[src/rtl/serv_rf_ram_bridge.sv]
// Bridges the core's two-port, chunk-serial register file stream onto a RAM with one
// read port and one write port, each `width` bits wide.
module serv_rf_ram_bridge #(
  parameter int unsigned width    = 8,
  parameter int unsigned W        = 1,
  parameter int unsigned WITH_CSR = 1,
  localparam int unsigned RW      = 5 + WITH_CSR,
  localparam int unsigned AW      = RW + $clog2(32 / width)
) (
  input  logic              i_clk,
  input  logic              i_rst,
  input  logic              i_wreq,
  input  logic              i_rreq,
  output logic              o_ready,
  input  logic [RW-1:0]     i_wreg0,
  input  logic [RW-1:0]     i_wreg1,
  input  logic              i_wen0,
  input  logic              i_wen1,
  input  logic [W-1:0]      i_wdata0,
  input  logic [W-1:0]      i_wdata1,
  input  logic [RW-1:0]     i_rreg0,
  input  logic [RW-1:0]     i_rreg1,
  output logic [W-1:0]      o_rdata0,
  output logic [W-1:0]      o_rdata1,
  output logic [AW-1:0]     o_waddr,
  output logic [width-1:0]  o_wdata,
  output logic              o_wen,
  output logic [AW-1:0]     o_raddr,
  output logic              o_ren,
  input  logic [width-1:0]  i_rdata
);

  localparam int unsigned R      = width / W;
  localparam int unsigned RLg    = $clog2(R);
  localparam int unsigned WLg    = $clog2(32 / width);
  localparam int unsigned NChunk = 32 / W;
  localparam int unsigned CW     = $clog2(NChunk) + 1;
  // Read counter must survive at least until the o_ready slot.
  localparam int unsigned RLast  = (NChunk - 1 > 2) ? NChunk - 1 : 2;

  // Read side state
  logic              r_active_q, r_active_d;
  logic [CW-1:0]     r_cnt_q, r_cnt_d;
  logic              ren0_q, ren0_d;
  logic              ren1_q, ren1_d;
  logic [width-1:0]  rbuf0_q, rbuf0_d;
  logic [width-1:0]  rbuf1_q, rbuf1_d;

  // Write side state
  logic              w_active_q, w_active_d;
  logic [CW-1:0]     w_cnt_q, w_cnt_d;
  logic [width-1:0]  wbuf0_q, wbuf0_d;
  logic [width-1:0]  wbuf1_q, wbuf1_d;
  logic [width-1:0]  whold1_q, whold1_d;
  logic              wcommit0_q, wcommit0_d;
  logic              wcommit1_q, wcommit1_d;
  logic [CW-1:0]     wword_q, wword_d;

  logic              r_issue, ren0, ren1;
  logic [CW-1:0]     r_word;
  logic              w_sample, w_done;

  always_comb begin
    r_issue    = r_active_q && (r_cnt_q < CW'(NChunk));
    ren0       = r_issue && (r_cnt_q[RLg-1:0] == '0);
    ren1       = r_issue && (r_cnt_q[RLg-1:0] == RLg'(1));
    r_word     = r_cnt_q >> RLg;

    o_ren      = ren0 | ren1;
    o_raddr    = (AW'(ren1 ? i_rreg1 : i_rreg0) << WLg) | AW'(r_word);
    o_ready    = r_active_q && (r_cnt_q == CW'(2));

    r_active_d = r_active_q;
    r_cnt_d    = r_cnt_q;
    if (i_rreq) begin
      r_active_d = 1'b1;
      r_cnt_d    = '0;
    end else if (r_active_q) begin
      if (r_cnt_q == CW'(RLast)) r_active_d = 1'b0;
      else                       r_cnt_d    = r_cnt_q + 1'b1;
    end

    ren0_d  = ren0;
    ren1_d  = ren1;
    rbuf0_d = ren0_q ? i_rdata : (rbuf0_q >> W);
    // Port1 chunk 0 is bypassed straight from the RAM, so only the rest is stored.
    rbuf1_d = ren1_q ? (i_rdata >> W) : (rbuf1_q >> W);

    o_rdata0 = rbuf0_q[W-1:0];
    o_rdata1 = ren1_q ? i_rdata[W-1:0] : rbuf1_q[W-1:0];
  end

  always_comb begin
    // A fresh i_wreq discards whatever the old window would have sampled this cycle.
    w_sample   = w_active_q && !i_wreq;
    w_done     = w_sample && (w_cnt_q[RLg-1:0] == RLg'(R - 1));

    wbuf0_d    = w_sample ? {i_wdata0, wbuf0_q[width-1:W]} : wbuf0_q;
    wbuf1_d    = w_sample ? {i_wdata1, wbuf1_q[width-1:W]} : wbuf1_q;
    wcommit0_d = w_done;
    wcommit1_d = wcommit0_q;
    wword_d    = w_done ? (w_cnt_q >> RLg) : wword_q;
    // Port1 word is kept aside since its assembly buffer keeps shifting.
    whold1_d   = wcommit0_q ? wbuf1_q : whold1_q;

    w_active_d = w_active_q;
    w_cnt_d    = w_cnt_q;
    if (i_wreq) begin
      w_active_d = 1'b1;
      w_cnt_d    = '0;
    end else if (w_active_q) begin
      if (w_cnt_q == CW'(NChunk - 1)) w_active_d = 1'b0;
      else                            w_cnt_d    = w_cnt_q + 1'b1;
    end

    if (wcommit0_q) begin
      o_wen   = i_wen0;
      o_waddr = (AW'(i_wreg0) << WLg) | AW'(wword_q);
      o_wdata = wbuf0_q;
    end else begin
      o_wen   = wcommit1_q & i_wen1;
      o_waddr = (AW'(i_wreg1) << WLg) | AW'(wword_q);
      o_wdata = whold1_q;
    end
  end

  always_ff @(posedge i_clk) begin
    if (i_rst) begin
      r_active_q <= 1'b0;
      r_cnt_q    <= '0;
      ren0_q     <= 1'b0;
      ren1_q     <= 1'b0;
      rbuf0_q    <= '0;
      rbuf1_q    <= '0;
      w_active_q <= 1'b0;
      w_cnt_q    <= '0;
      wbuf0_q    <= '0;
      wbuf1_q    <= '0;
      whold1_q   <= '0;
      wcommit0_q <= 1'b0;
      wcommit1_q <= 1'b0;
      wword_q    <= '0;
    end else begin
      r_active_q <= r_active_d;
      r_cnt_q    <= r_cnt_d;
      ren0_q     <= ren0_d;
      ren1_q     <= ren1_d;
      rbuf0_q    <= rbuf0_d;
      rbuf1_q    <= rbuf1_d;
      w_active_q <= w_active_d;
      w_cnt_q    <= w_cnt_d;
      wbuf0_q    <= wbuf0_d;
      wbuf1_q    <= wbuf1_d;
      whold1_q   <= whold1_d;
      wcommit0_q <= wcommit0_d;
      wcommit1_q <= wcommit1_d;
      wword_q    <= wword_d;
    end
  end

endmodule

[config.mk]
export PLATFORM = sky130hd
export DESIGN_NAME = serv_rf_ram_bridge
export DESIGN_NICKNAME = d
export VERILOG_FILES = /design/src/rtl/serv_rf_ram_bridge.sv
export SDC_FILE = /design/constraint.sdc
export NUM_CORES = 1
export LEC_CHECK = 0
export ABC_CLOCK_PERIOD_IN_PS = 2800
export BUFFER_PORTS_ARGS = -buffer_cell sky130_fd_sc_hd__buf_2
export CAP_MARGIN = 25
export CORE_ASPECT_RATIO = 1.1
export CORE_UTILIZATION = 45
export DETAILED_ROUTE_END_ITERATION = 10
export PLACE_DENSITY = 0.69
export SLEW_MARGIN = 20
export SYNTH_ARGS = -nofsm -noshare
export SYNTH_HDL_FRONTEND = slang
export SYNTH_SLANG_ARGS = --single-unit
[constraint.sdc]
create_clock -name i_clk -period 2.8 [get_ports i_clk]
set_clock_uncertainty 0.2 [all_clocks]
set_input_delay 0.14 -clock i_clk [delete_from_list [all_inputs] [get_ports i_clk]]
set_output_delay 0.14 -clock i_clk [all_outputs]
set_load 0.005 [all_outputs]
* Yosys cells after proc, flatten, opt, wreduce, memory -nomap -nowiden
Cells that the tools add are included.
Word-level totals: input port bits 40, register bits after elaboration 61, output and inout bits 29
Operators by class: reductions and logical operators 13, equality and inequality tests 5, $lt $le $gt $ge 1, muxes and demuxes 13, add/subtract/negate cells 2, bitwise logic cells 8
Operators by type and width (number):
- OR 8 x 3 -> 8 bit | 3
- 2-to-1 mux 8 bit | 2
- 2-to-1 mux 7 bit | 2
- adder 6 x 1 -> 6 bit, second input constant | 2
- equality test 6 x 5 -> 1 bit, second input constant | 2
- 2-to-1 mux 1 bit | 8
- equality test 6 x 2 -> 1 bit, second input constant | 1
- logical AND 1 bit | 6
- less-than comparator 6 bit, second input constant | 1
- 2-to-1 mux 6 bit | 1
- OR reduction 2 bit | 3
- AND reduction 2 bit | 2
- equality test 3 x 1 -> 1 bit, second input constant | 1
- equality test 3 bit, second input constant | 1
- zero test 3 bit | 1
- inverter 1 bit | 3
- bitwise AND 1 bit | 1
- zero test 1 bit | 1
- OR 1 bit | 1

* Depth between registers and ports, before layout
Gate-level depths: netlist of run 1.
depth in word-level cells 5, gate-level depth with buffers 5, mapped depth without buffers 5

* Worst setup path after synthesis of run 1
OpenSTA, ideal clock, no wires.
path kind reg-to-reg, start register w_cnt_q[0], end register w_cnt_q[3], stages on the path, launching flop included 6, slack 1300 ps, library setup time 124 ps, required time 2476 ps, arrival 1176 ps, cell sequence dfxtp_1 ha_1 and3_1 a21bo_1 nor3_1 nor3_1
Between the ends: longest elaborated chain between the ends 3, elaborated cells between the ends (all ways) 4, classes of those cells 1 x add/sub; 1 x eq/ne; 1 x bitwise; 1 x reduce/logical
RTL lines:
- start: declaration | line 51 | logic [CW-1:0] w_cnt_q, w_cnt_d;
- start signal: assignment | line 151 | w_cnt_q <= w_cnt_d;
- parallel branches: the longest is 3 deep, another holds adder 6 x 1 -> 6 bit
Parallel ways; which one is timed is not known. A chain may end at the register's enable or synchronous reset.

* Final worst setup path of run 1
start register wcommit0_q, end output o_wdata[4]
Between the ends: longest elaborated chain between the ends 1
RTL lines:
- start: declaration | line 55 | logic wcommit0_q, wcommit0_d;
- start signal: assignment | line 155 | wcommit0_q <= wcommit0_d;
- 2-to-1 mux 8 bit | line 116 | if (wcommit0_q) begin
- end: declaration | line 26 | output logic [width-1:0] o_wdata,
No other way between the ends.

==> qor.log, run 1 <==
[outcome] result of the run complete, no violations
[cts] clock latency reported for the late side of the worst-skew pair 330 ps
[setup_path] Reg2Reg Depth 4
[grt] global router's overall resource usage 18.7%
[floorplan] core area 5430 µm²
[grt] pin count of the biggest net entering global routing 31
[min_path] class of the tightest hold or removal check flip-flop to flip-flop
[final_layout] share of post-route cells with drive strength above 1 27.1%
[drt] router iterations before antenna repair 4
[synthesis] flip-flop and latch count after synthesis 60
[drt] average wire length per cell after detail routing 11.4 µm
[cts] cell at the root of the clock tree clkbuf_8
[drt] DRC Markers 0
[timing] Final TNS setup 0 ps
[final_layout] Layout Area Growth over Synthesis 30.1%
[floorplan] die span in y 80.9 µm
[drt] wire length after detailed routing 5.12 mm
[grt] global-route wire length before repair 8.54 mm
[placed_design] GPL Wtd Cong 0.707
[grt] met2 layer usage reported by global route 32.8%
[timing] final count of hold timing violations 0
[cts] maximum root-to-sink buffer count 2
[floorplan] total I/O pin count 69
[timing] setup repair after global routing missed its margin false
[setup_path] required time reported for the critical path endpoint 2460 ps
[grt] Remaining Overflow, GRT 0
[cts] CTS H-tree depth 3
[timing] actual slew at the worst max-slew pin 705 ps
[setup_path] FF-to-FF Start w_active_q$_SDFF_PP0_
[drt] post-route antenna net violation count 0
[placed_design] port buffer count 68
[pwr] Max rail drop VDD 0.352 mV
[floorplan] Chip Width 73.7 µm
[setup_path] crit path to o_wdata[4]
[floorplan] standard-cell row count 28
[cts] sinks on the clock net 60
[run] max-cap violation count 0
[setup_path] reg2reg end wbuf0_q[7]$_SDFFE_PP0P_
[grt] via count of the first global-routing pass 1999
[setup_path] sort of element at the end of the critical path output pin
[floorplan] area of the die 5960 µm²
[pwr] Static Leak 1.42 nW
[synthesis] number of flops mapped to enable cells by yosys 0
[final_layout] count of fill cells added during filler insertion 498
[floorplan] effective utilization at floorplan 46.9%
[final_layout] Cell Count, Final, Fillers Out 451
[pwr] Power, Total 1.94 mW
[placed_design] Cells after DPL 419
[final_layout] Antenna Diode Count 0
[synthesis] fraction of synthesis flops using an asynchronous set or reset pin 0%
[pwr] total power divided by cell area 587 nW/µm²
[synthesis] share of the synthesized area in the top cell type 47.2%
[placed_design] worst slack at placement 1110 ps
[synthesis] dominant cell by count in the synthesized netlist nand2_1
[timing] worst relative slew slack 52.9%
[setup_path] source of the critical timing path wcommit0_q$_SDFF_PP0_
[placed_design] post-place instance area 2900 µm²
[synthesis] Yosys warnings 0
[synthesis] ranking of synthesized cells by area dfxtp_1 47%, nand2_1 10%, mux2i_1 7.1%, a21oi_1 5.9%, mux2_2 4.9%
[cts] clock slew at the register clock pins of the worst setup and hold paths 60 ps
[drt] Via-to-Cell Ratio 4.88
[timing] final number of setup-violating endpoints 0
[synthesis] flip-flop cell with the highest count after synthesis dfxtp_1
[cts] TritonCTS clock tree done
[timing] final critical path time including I/O delays and setup 2040 ps
[cts] clock buffers created by TritonCTS 9
[timing] Final Max Slew Viols 0
[grt] met3 track demand over resource in global routing 3.85%
[synthesis] synthesized instance count 292
[synthesis] Syn Nets 338
[timing] timing-limited maximum frequency 490 MHz
[final_layout] Post-Route Utilization 61.0%
[final_layout] area of all sequential standard cells 1200 µm²
[placed_design] HPWL after detailed placement 3.45 mm
[drt] total number of vias 2202
[setup_path] setup slack of the worst register-to-register path 1000 ps
[final_layout] post-route design area 3310 µm²
[setup_path] worst path arrival time 1700 ps
[synthesis] cell type with the highest aggregate area in the netlist dfxtp_1
[cts] post_cts resized 0
[timing] post-route setup slack 760 ps
[grt] met1 usage 21.2%
[setup_path] CP startpoint kind flip-flop
[final_layout] nets 418
[timing] hold_ws 255 ps
[grt] antenna violations before repair 0
[synthesis] total standard cell area after synthesis 2540 µm²
[grt] Most Crowded Layer GR met2
[synthesis] count of distinct cell types in the synthesized netlist 35
[setup_path] category of the critical setup timing path flip-flop to output pin
[final_layout] multi-input logic area 1230 µm²
[timing] fraction of the cycle the final worst path needs 72.9%
[synthesis] share of synthesized area occupied by flip-flops and latches 47.2%
[drt] First DRT Iteration DRCs 115
[setup_path] largest fanout on the critical path 22
[synthesis] average size of a mapped cell 8.72 µm²
[synthesis] cell types with the highest counts after synthesis 68 x nand2_1, 60 x dfxtp_1, 30 x a21oi_1
## how the worst min path moves through the flow
stage,start,slack [ps],end,cells past startpoint
finish,wword_q[1]$_SDFFE_PP0P_,260,wword_q[1]$_SDFFE_PP0P_,2
global route,wbuf0_q[7]$_SDFFE_PP0P_,280,wbuf0_q[6]$_SDFFE_PP0P_,2
CTS,wbuf0_q[0]$_SDFFE_PP0P_,260,wbuf0_q[0]$_SDFFE_PP0P_,2
detailed placement,i_wdata1,190,wbuf1_q[7]$_SDFFE_PP0P_,3
global placement,i_wdata1,190,wbuf1_q[7]$_SDFFE_PP0P_,3
floorplan,i_rreq,60,r_active_q$_SDFF_PP0_,2
## registers in the layout, indices dropped and copies added (netlist names), 3 cells and up
register  count
wbuf0_q       8
rbuf1_q       7
rbuf0_q       8
whold1_q      8
wword_q       3
w_cnt_q       6
r_cnt_q       6
wbuf1_q       8
## cells by family (layout without fill, tap and decap cells)
logic type | count (synthesis) | count (layout) | synth area share [%]
flip-flops | 60 | 60 | 47.2
multiplexers | 29 | 29 | 11.9
buffers and inverters | 23 | 107 | 4.52
AND/OR/NAND/NOR | 130 | 130 | 22.7
AO/OA/AOI/OAI | 41 | 41 | 9.64
XOR/XNOR | 3 | 3 | 1.03
adder cells (fa/ha/maj) | 6 | 6 | 2.95
## report_power, final
group          switching, mW  total (mW)  internal (mW)
clock network          0.325       0.936          0.611
registers             0.0118       0.877          0.865
logic                 0.0574       0.129         0.0720
total                  0.394        1.94           1.55
## critical path: stages, from the launching register on
cell,delay [ps]
dfxtp_1,780
buf_4,290
nand2b_1,140
nand2_1,50
buf_2,120
## routing by layer
layer	vias to the layer above	share of wire, %
li1	1126	-
met3	8	3.4
met4	0	2.0
met1	1023	44
met5	-	0
met2	45	50
## timing repair
| action | 4_1_cts | 5_1_grt |
|---|---|---|
| setup endpoints to repair | 0 | 0 |
| hold buffers | 17 | 0 |
| hold endpoints to repair | 31 | 0 |
| buffers inserted | 0 | 0 |
## layout make-up
| class | count | share of cell area [%] |
|---|---|---|
| inverters | 4 | 0.454 |
| multi-input cells | 209 | 37.1 |
| clock buffers | 11 | 4.27 |
| well taps | 75 | 2.83 |
| clock inverters | 4 | 2.95 |
| flip-flops and latches | 60 | 36.3 |
| repair buffers | 88 | 16.1 |
## placed cells by master (no fill, tap or decap), types with 3 or more instances in the layout
master,count
mux2i_1,18
a21oi_1,30
nand2b_1,8
buf_4,3
nor2b_1,4
dfxtp_1,60
buf_2,68
nand2_1,68
nand3_1,5
mux2_2,11
inv_1,4
clkbuf_8,10
dlygate4sd3_1,17
bufinv_16,3
nor2_1,29
ha_1,6
(Power assumes the default switching activity.)
==> run 2: changes to the inputs <==
--- a/config.mk
+++ b/config.mk
@@ -5,7 +5,7 @@
 export SDC_FILE = /design/constraint.sdc
 export NUM_CORES = 1
 export LEC_CHECK = 0
-export ABC_CLOCK_PERIOD_IN_PS = 2800
+export ABC_CLOCK_PERIOD_IN_PS = 1970
 export BUFFER_PORTS_ARGS = -buffer_cell sky130_fd_sc_hd__buf_2
 export CAP_MARGIN = 25
 export CORE_ASPECT_RATIO = 1.1
==> constraint.sdc (replaced) <==
create_clock -name i_clk -period 1.97 [get_ports i_clk]
set_clock_uncertainty 0.2 [all_clocks]
set_input_delay 0.0985 -clock i_clk [delete_from_list [all_inputs] [get_ports i_clk]]
set_output_delay 0.0985 -clock i_clk [all_outputs]
set_load 0.005 [all_outputs]
==> qor.log, run 2 (synthesis gave the netlist of run 1 again) <==
[outcome] result of the run complete, no violations
[run] max-cap violation count 0 [unchanged]
[final_layout] Layout Area Growth over Synthesis 28.7%
[cts] maximum root-to-sink buffer count 2 [unchanged]
[cts] cell at the root of the clock tree clkbuf_8
[timing] actual slew at the worst max-slew pin 606 ps [-99.1 ps]
[grt] global router's overall resource usage 17.9% [-0.84 points]
[final_layout] post-route design area 3270 µm² [-1.1%]
[cts] sinks on the clock net 60 [unchanged]
[final_layout] count of fill cells added during filler insertion 487 [-2.2%]
[timing] final critical path time including I/O delays and setup 1870 ps
[final_layout] multi-input logic area 1230 µm² [+0.41%]
[timing] worst relative slew slack 59.6% [+6.7 points]
[grt] global-route wire length before repair 8.14 mm [-4.8%]
[setup_path] family with the most delay on the worst path flip-flops
[setup_path] CP startpoint kind flip-flop
[min_path] class of the tightest hold or removal check primary input to flip-flop
[final_layout] Post-Route Utilization 60.3% [-0.67 points]
[cts] CTS H-tree depth 3 [unchanged]
[setup_path] largest fanout on the critical path 7 [-68%]
[timing] setup repair after global routing missed its margin false
[final_layout] area of all sequential standard cells 1200 µm² [+0.31%]
[placed_design] port buffer count 68 [unchanged]
[setup_path] required time reported for the critical path endpoint 1670 ps [-790 ps]
[cts] clock latency reported for the late side of the worst-skew pair 330 ps [about the same]
[setup_path] cell-by-cell trace of the critical path inv_1, ha_1, nand2_4, mux2_2, buf_2
[drt] First DRT Iteration DRCs 137 [+19%]
[setup_path] category of the critical setup timing path flip-flop to output pin
[setup_path] delay contributed by the slowest stage of the critical path 360 ps [-420 ps]
[floorplan] area of the die 5960 µm² [unchanged]
[setup_path] buffers plus inverters on the worst setup path 2 [unchanged]
[timing] final count of hold timing violations 0 [unchanged]
[timing] final number of setup-violating endpoints 0 [unchanged]
[floorplan] total I/O pin count 69 [unchanged]
[timing] timing-limited maximum frequency 535 MHz
[floorplan] die span in y 80.9 µm [unchanged]
[grt] via count of the first global-routing pass 1926 [-3.7%]
[floorplan] core area 5430 µm² [unchanged]
[final_layout] share of post-route cells with drive strength above 1 28.9% [+1.7 points]
[setup_path] worst path arrival time 1570 ps [-130 ps]
[cts] clock slew at the register clock pins of the worst setup and hold paths 70 ps [about the same]
[floorplan] standard-cell row count 28 [unchanged]
[cts] TritonCTS clock tree done
[final_layout] top library cells by usage in the layout, fill and taps aside 68 x nand2_1, 68 x buf_2, 57 x dfxtp_1, 30 x a21oi_1, 29 x nor2_1
[drt] DRC Markers 0 [unchanged]
[timing] Final TNS setup 0 ps [unchanged]
[drt] wire length after detailed routing 4.93 mm [-3.7%]
[timing] Final Max Slew Viols 0 [unchanged]
[cts] clock buffers created by TritonCTS 9 [unchanged]
[timing] fraction of the cycle the final worst path needs 94.9%
[floorplan] Chip Width 73.7 µm [unchanged]
[grt] pin count of the biggest net entering global routing 38 [+23%]
[placed_design] GPL Wtd Cong 0.782 [+10%]
[pwr] Static Leak 1.42 nW [-0.25%]
[grt] antenna violations before repair 0 [unchanged]
[placed_design] HPWL after detailed placement 3.40 mm [-1.6%]
[final_layout] nets 415 [-0.72%]
[drt] total number of vias 2151 [-2.3%]
[pwr] Max rail drop VDD 0.357 mV [+1.6%]
[pwr] total power divided by cell area 801 nW/µm² [+36%]
[floorplan] effective utilization at floorplan 46.9% [unchanged]
[grt] Remaining Overflow, GRT 0 [unchanged]
[setup_path] cell type of the slowest stage on the worst timing path dfxtp_2
[setup_path] sort of element at the end of the critical path output pin
[drt] Via-to-Cell Ratio 4.79 [-1.9%]
[drt] router iterations before antenna repair 4 [unchanged]
[placed_design] post-place instance area 2930 µm² [+0.95%]
[drt] post-route antenna net violation count 0 [unchanged]
[drt] average wire length per cell after detail routing 11.0 µm [-3.3%]
[final_layout] Antenna Diode Count 0 [unchanged]
-- run 2: changes by cell type in the layout (fill, tap and decap cells not counted), moves of 3 or more --
cell,previous run,this run
dlygate4sd3_1,17,12
dfxtp_1,60,57
dfxtp_2,0,3
clkinv_2,0,3
-- run 2: path summary, 6_finish.rpt --
path	from	end	slack [ps]	cells after the start
max	r_cnt_q[1]$_SDFFE_PP0P_	o_raddr[6]	100	5
min	i_rst	rbuf0_q[6]$_SDFF_PP0_	60	2
max reg2reg	r_cnt_q[0]$_SDFFE_PP0P_	r_cnt_q[5]$_SDFFE_PP0P_	320	5
min reg2reg	rbuf0_q[7]$_SDFF_PP0_	rbuf0_q[6]$_SDFF_PP0_	260	2
-- run 2: through the flow --
step / setup slack, ps / total power [mW] / hold WS [ps] / instances
finish: 100 / 2.62 / 62.4 / 449
global route: 11.5 / 2.73 / 80.9 / 449
CTS: 40.5 / 2.65 / 55.8 / 449
detailed placement: 351 / 1.44 / 151 / 421
global placement: 424 / 1.43 / 146 / 421
floorplan: 470 / 1.36 / 19.2 / 292
-- run 2: what timing repair did --
action | in CTS | in global routing
endpoints found under the setup margin | 2 | 5
buffers inserted | 0 | 0
hold buffers | 12 | 0
gates resized for setup | 2 | 2
pin swaps | 1 | 1
endpoints found under the hold margin | 31 | 0
-- run 2: layout make-up --
type / instances / area share, %
Sequential cell: 60 / 36.8
Multi-Input combinational cell: 209 / 37.7
Clock inverter: 5 / 2.29
Clock buffer: 11 / 4.32
Inverter: 4 / 0.459
Tap cell: 75 / 2.87
Timing Repair Buffer: 85 / 15.6
-- run 2: worst register-to-register path: cells and delay by family, from the launching register on --
kind / cells / cell delay, ps
DFF: 1 / 420
AOI/OAI and AO/OA: 1 / 260
adders and majority gates: 1 / 240
and+or+nand+nor: 2 / 270
muxes: 1 / 180
-- run 2: power breakdown --
group / switching (mW) / total, mW / internal, mW / leakage, nW
sequential: 0.0159 / 1.25 / 1.23 / 0.487
clock: 0.455 / 1.20 / 0.740 / 0.113
combinational: 0.0811 / 0.180 / 0.0991 / 0.819
total: 0.552 / 2.62 / 2.07 / 1.42
-- run 2: routing by layer --
layer / routed length [µm] / global-route usage, % / up-vias
met5: 0 / 0 / -
met4: 46 / 6.35 / 0
met3: 188 / 6.33 / 5
met2: 2420 / 31.2 / 43
met1: 2270 / 20.0 / 981
li1: - / - / 1122
==> run 3: changes to the inputs <==
--- a/config.mk
+++ b/config.mk
@@ -11,7 +11,7 @@
 export CORE_ASPECT_RATIO = 1.1
 export CORE_UTILIZATION = 45
 export DETAILED_ROUTE_END_ITERATION = 10
-export PLACE_DENSITY = 0.69
+export PLACE_DENSITY_LB_ADDON = 0.1
 export SLEW_MARGIN = 20
 export SYNTH_ARGS = -nofsm -noshare
 export SYNTH_HDL_FRONTEND = slang
==> qor.log, run 3 (synthesis gave the netlist of run 1 again) <==
[final_layout] Cell Count, Final, Fillers Out 451 [+0.45%]
[cts] TritonCTS clock tree done
[timing] actual slew at the worst max-slew pin 529 ps [-77.0 ps]
[cts] clock latency reported for the late side of the worst-skew pair 330 ps [about the same]
[setup_path] cell type of the slowest stage on the worst timing path dfxtp_2
[cts] sinks on the clock net 60 [unchanged]
[setup_path] buffers plus inverters on the worst setup path 2 [unchanged]
[floorplan] standard-cell row count 28 [unchanged]
[min_path] class of the tightest hold or removal check flip-flop to flip-flop
[placed_design] worst slack at placement 372 ps [+21.1 ps]
[run] max-cap violation count 0 [unchanged]
[setup_path] worst path arrival time 1570 ps [about the same]
[timing] setup repair after global routing missed its margin false
[pwr] Static Leak 1.44 nW [+1.2%]
[grt] met3 track demand over resource in global routing 5.33% [-0.99 points]
[pwr] total power divided by cell area 794 nW/µm² [-0.80%]
[grt] Remaining Overflow, GRT 0 [unchanged]
[grt] met2 layer usage reported by global route 29.3% [-1.9 points]
[timing] final count of hold timing violations 0 [unchanged]
[timing] worst relative slew slack 64.7% [+5.1 points]
[pwr] logic gate share of total power 7.0% [about the same]
[setup_path] CP startpoint kind flip-flop
[final_layout] top library cells by usage in the layout, fill and taps aside 68 x nand2_1, 68 x buf_2, 58 x dfxtp_1, 30 x a21oi_1, 29 x nor2_1
[grt] antenna violations before repair 0 [unchanged]
[drt] router iterations before antenna repair 4 [unchanged]
[drt] post-route antenna net violation count 0 [unchanged]
[placed_design] Cells after DPL 420 [-0.24%]
[placed_design] GPL Wtd Cong 0.788 [+0.81%]
[pwr] clock network fraction of total power 45.6% [about the same]
[drt] Via-to-Cell Ratio 4.80 [+0.16%]
[pwr] switching share of power 21.1% [+0.045 points]
[cts] cell at the root of the clock tree clkbuf_8
[grt] Most Crowded Layer GR met2
[pwr] switching pwr 0.555 mW [+0.44%]
[outcome] result of the run complete, no violations
[cts] maximum root-to-sink buffer count 2 [unchanged]
[final_layout] nets 417 [+0.48%]
[floorplan] core area 5430 µm² [unchanged]
[timing] hold_ws 253 ps [+191 ps]
[drt] First DRT Iteration DRCs 55 [-60%]
[timing] timing-limited maximum frequency 536 MHz [+0.17%]
[timing] Final Max Slew Viols 0 [unchanged]
[drt] wire length after detailed routing 4.89 mm [-0.73%]
[setup_path] category of the critical setup timing path flip-flop to output pin
[drt] total number of vias 2164 [+0.60%]
[timing] final number of setup-violating endpoints 0 [unchanged]
[final_layout] Antenna Diode Count 0 [unchanged]
[pwr] Power, Total 2.63 mW [+0.23%]
[placed_design] HPWL after detailed placement 3.26 mm [-4.0%]
[final_layout] post-route design area 3310 µm² [+1.0%]
[grt] global router's overall resource usage 17.7% [-0.18 points]
[grt] via count of the first global-routing pass 1946 [+1.0%]
[timing] final critical path time including I/O delays and setup 1870 ps [-3.15 ps]
[floorplan] total I/O pin count 69 [unchanged]
[final_layout] Layout Area Growth over Synthesis 30.0%
[cts] clock slew at the register clock pins of the worst setup and hold paths 70 ps [about the same]
[setup_path] family with the most delay on the worst path flip-flops
[timing] Final TNS setup 0 ps [unchanged]
[pwr] Max rail drop VDD 0.409 mV [+14%]
[cts] CTS H-tree depth 3 [unchanged]
[grt] met1 usage 20.0% [+0.077 points]
[floorplan] effective utilization at floorplan 46.9% [unchanged]
[final_layout] share of post-route cells with drive strength above 1 28.2% [-0.69 points]
[timing] post-route setup slack 103 ps [+3.15 ps]
[grt] pin count of the biggest net entering global routing 35 [-7.9%]
[setup_path] delay contributed by the slowest stage of the critical path 350 ps [about the same]
[drt] average wire length per cell after detail routing 10.8 µm [-1.2%]
[drt] DRC Markers 0 [unchanged]
[cts] clock buffers created by TritonCTS 9 [unchanged]
[floorplan] area of the die 5960 µm² [unchanged]
[placed_design] port buffer count 68 [unchanged]
[final_layout] count of fill cells added during filler insertion 490 [+0.62%]
[placed_design] post-place instance area 2930 µm² [+0.17%]
[setup_path] sort of element at the end of the critical path output pin
[floorplan] die span in y 80.9 µm [unchanged]
[grt] global-route wire length before repair 7.98 mm [-2.0%]
[floorplan] Chip Width 73.7 µm [unchanged]
[timing] fraction of the cycle the final worst path needs 94.8% [-0.16 points]
[pwr] internal power summed over all cells 2.07 mW [+0.17%]
[pwr] power share of the sequential group 47.4% [about the same]
[setup_path] required time reported for the critical path endpoint 1670 ps [about the same]
[setup_path] cell-by-cell trace of the critical path inv_1, ha_1, nand2_4, mux2_2, buf_2
[setup_path] largest fanout on the critical path 7 [unchanged]
[final_layout] Post-Route Utilization 60.9% [+0.62 points]
-- run 3: changes by cell type in the layout (fill, tap and decap cells not counted), sizes merged --
| cell | change |
|---|---|
| buf | -1 |
| dlygate4sd3 | +3 |
-- run 3: worst paths after layout --
check / start / endpoint / slack, ps / cells after the start
worst max-delay path: r_cnt_q[1]$_SDFFE_PP0P_ / o_raddr[6] / 100 / 5
worst min-delay path: wbuf0_q[0]$_SDFFE_PP0P_ / wbuf0_q[0]$_SDFFE_PP0P_ / 250 / 2
worst max register to register: ren0_q$_SDFF_PP0_ / rbuf0_q[3]$_SDFF_PP0_ / 250 / 3
worst min register to register: wbuf0_q[0]$_SDFFE_PP0P_ / wbuf0_q[0]$_SDFFE_PP0P_ / 250 / 2
-- run 3: cell type report --
type                    instances  area (µm²)  share of cell area [%]
clock buffers                  11         141                    4.27
inverters                       4        15.0                   0.454
multi-input cells             209        1230                    37.3
flip-flops and latches         60        1200                    36.4
repair buffers                 87         546                    16.5
well taps                      75        93.8                    2.84
clock inverters                 5        75.1                    2.27
-- run 3: timing repair --
| action | CTS | global route |
|---|---|---|
| setup endpoints to repair | 0 | 5 |
| gates resized for setup | 0 | 3 |
| endpoints found under the hold margin | 37 | 0 |
| hold buffers | 15 | 0 |
| setup buffers | 0 | 0 |
-- run 3: tightest hold or removal path, cell delays in order (launching register included) --
cell and delay, ps:
dfxtp_1 310, nand2_1 50, a21oi_1 50
-- run 3: power by group through the flow --
stage / logic [mW] / registers, mW / clock network [mW]
3_5_place_dp: 0.163 / 1.27 / 0
3_3_place_gp: 0.162 / 1.27 / 0
6_report: 0.184 / 1.25 / 1.20
4_1_cts: 0.185 / 1.25 / 1.24
5_1_grt: 0.205 / 1.25 / 1.29
2_1_floorplan: 0.0966 / 1.27 / 0
-- run 3: layer usage --
layer	up-vias	wire, µm
met5	-	0
li1	1134	-
met3	8	186
met1	974	2340
met4	0	84
met2	48	2280
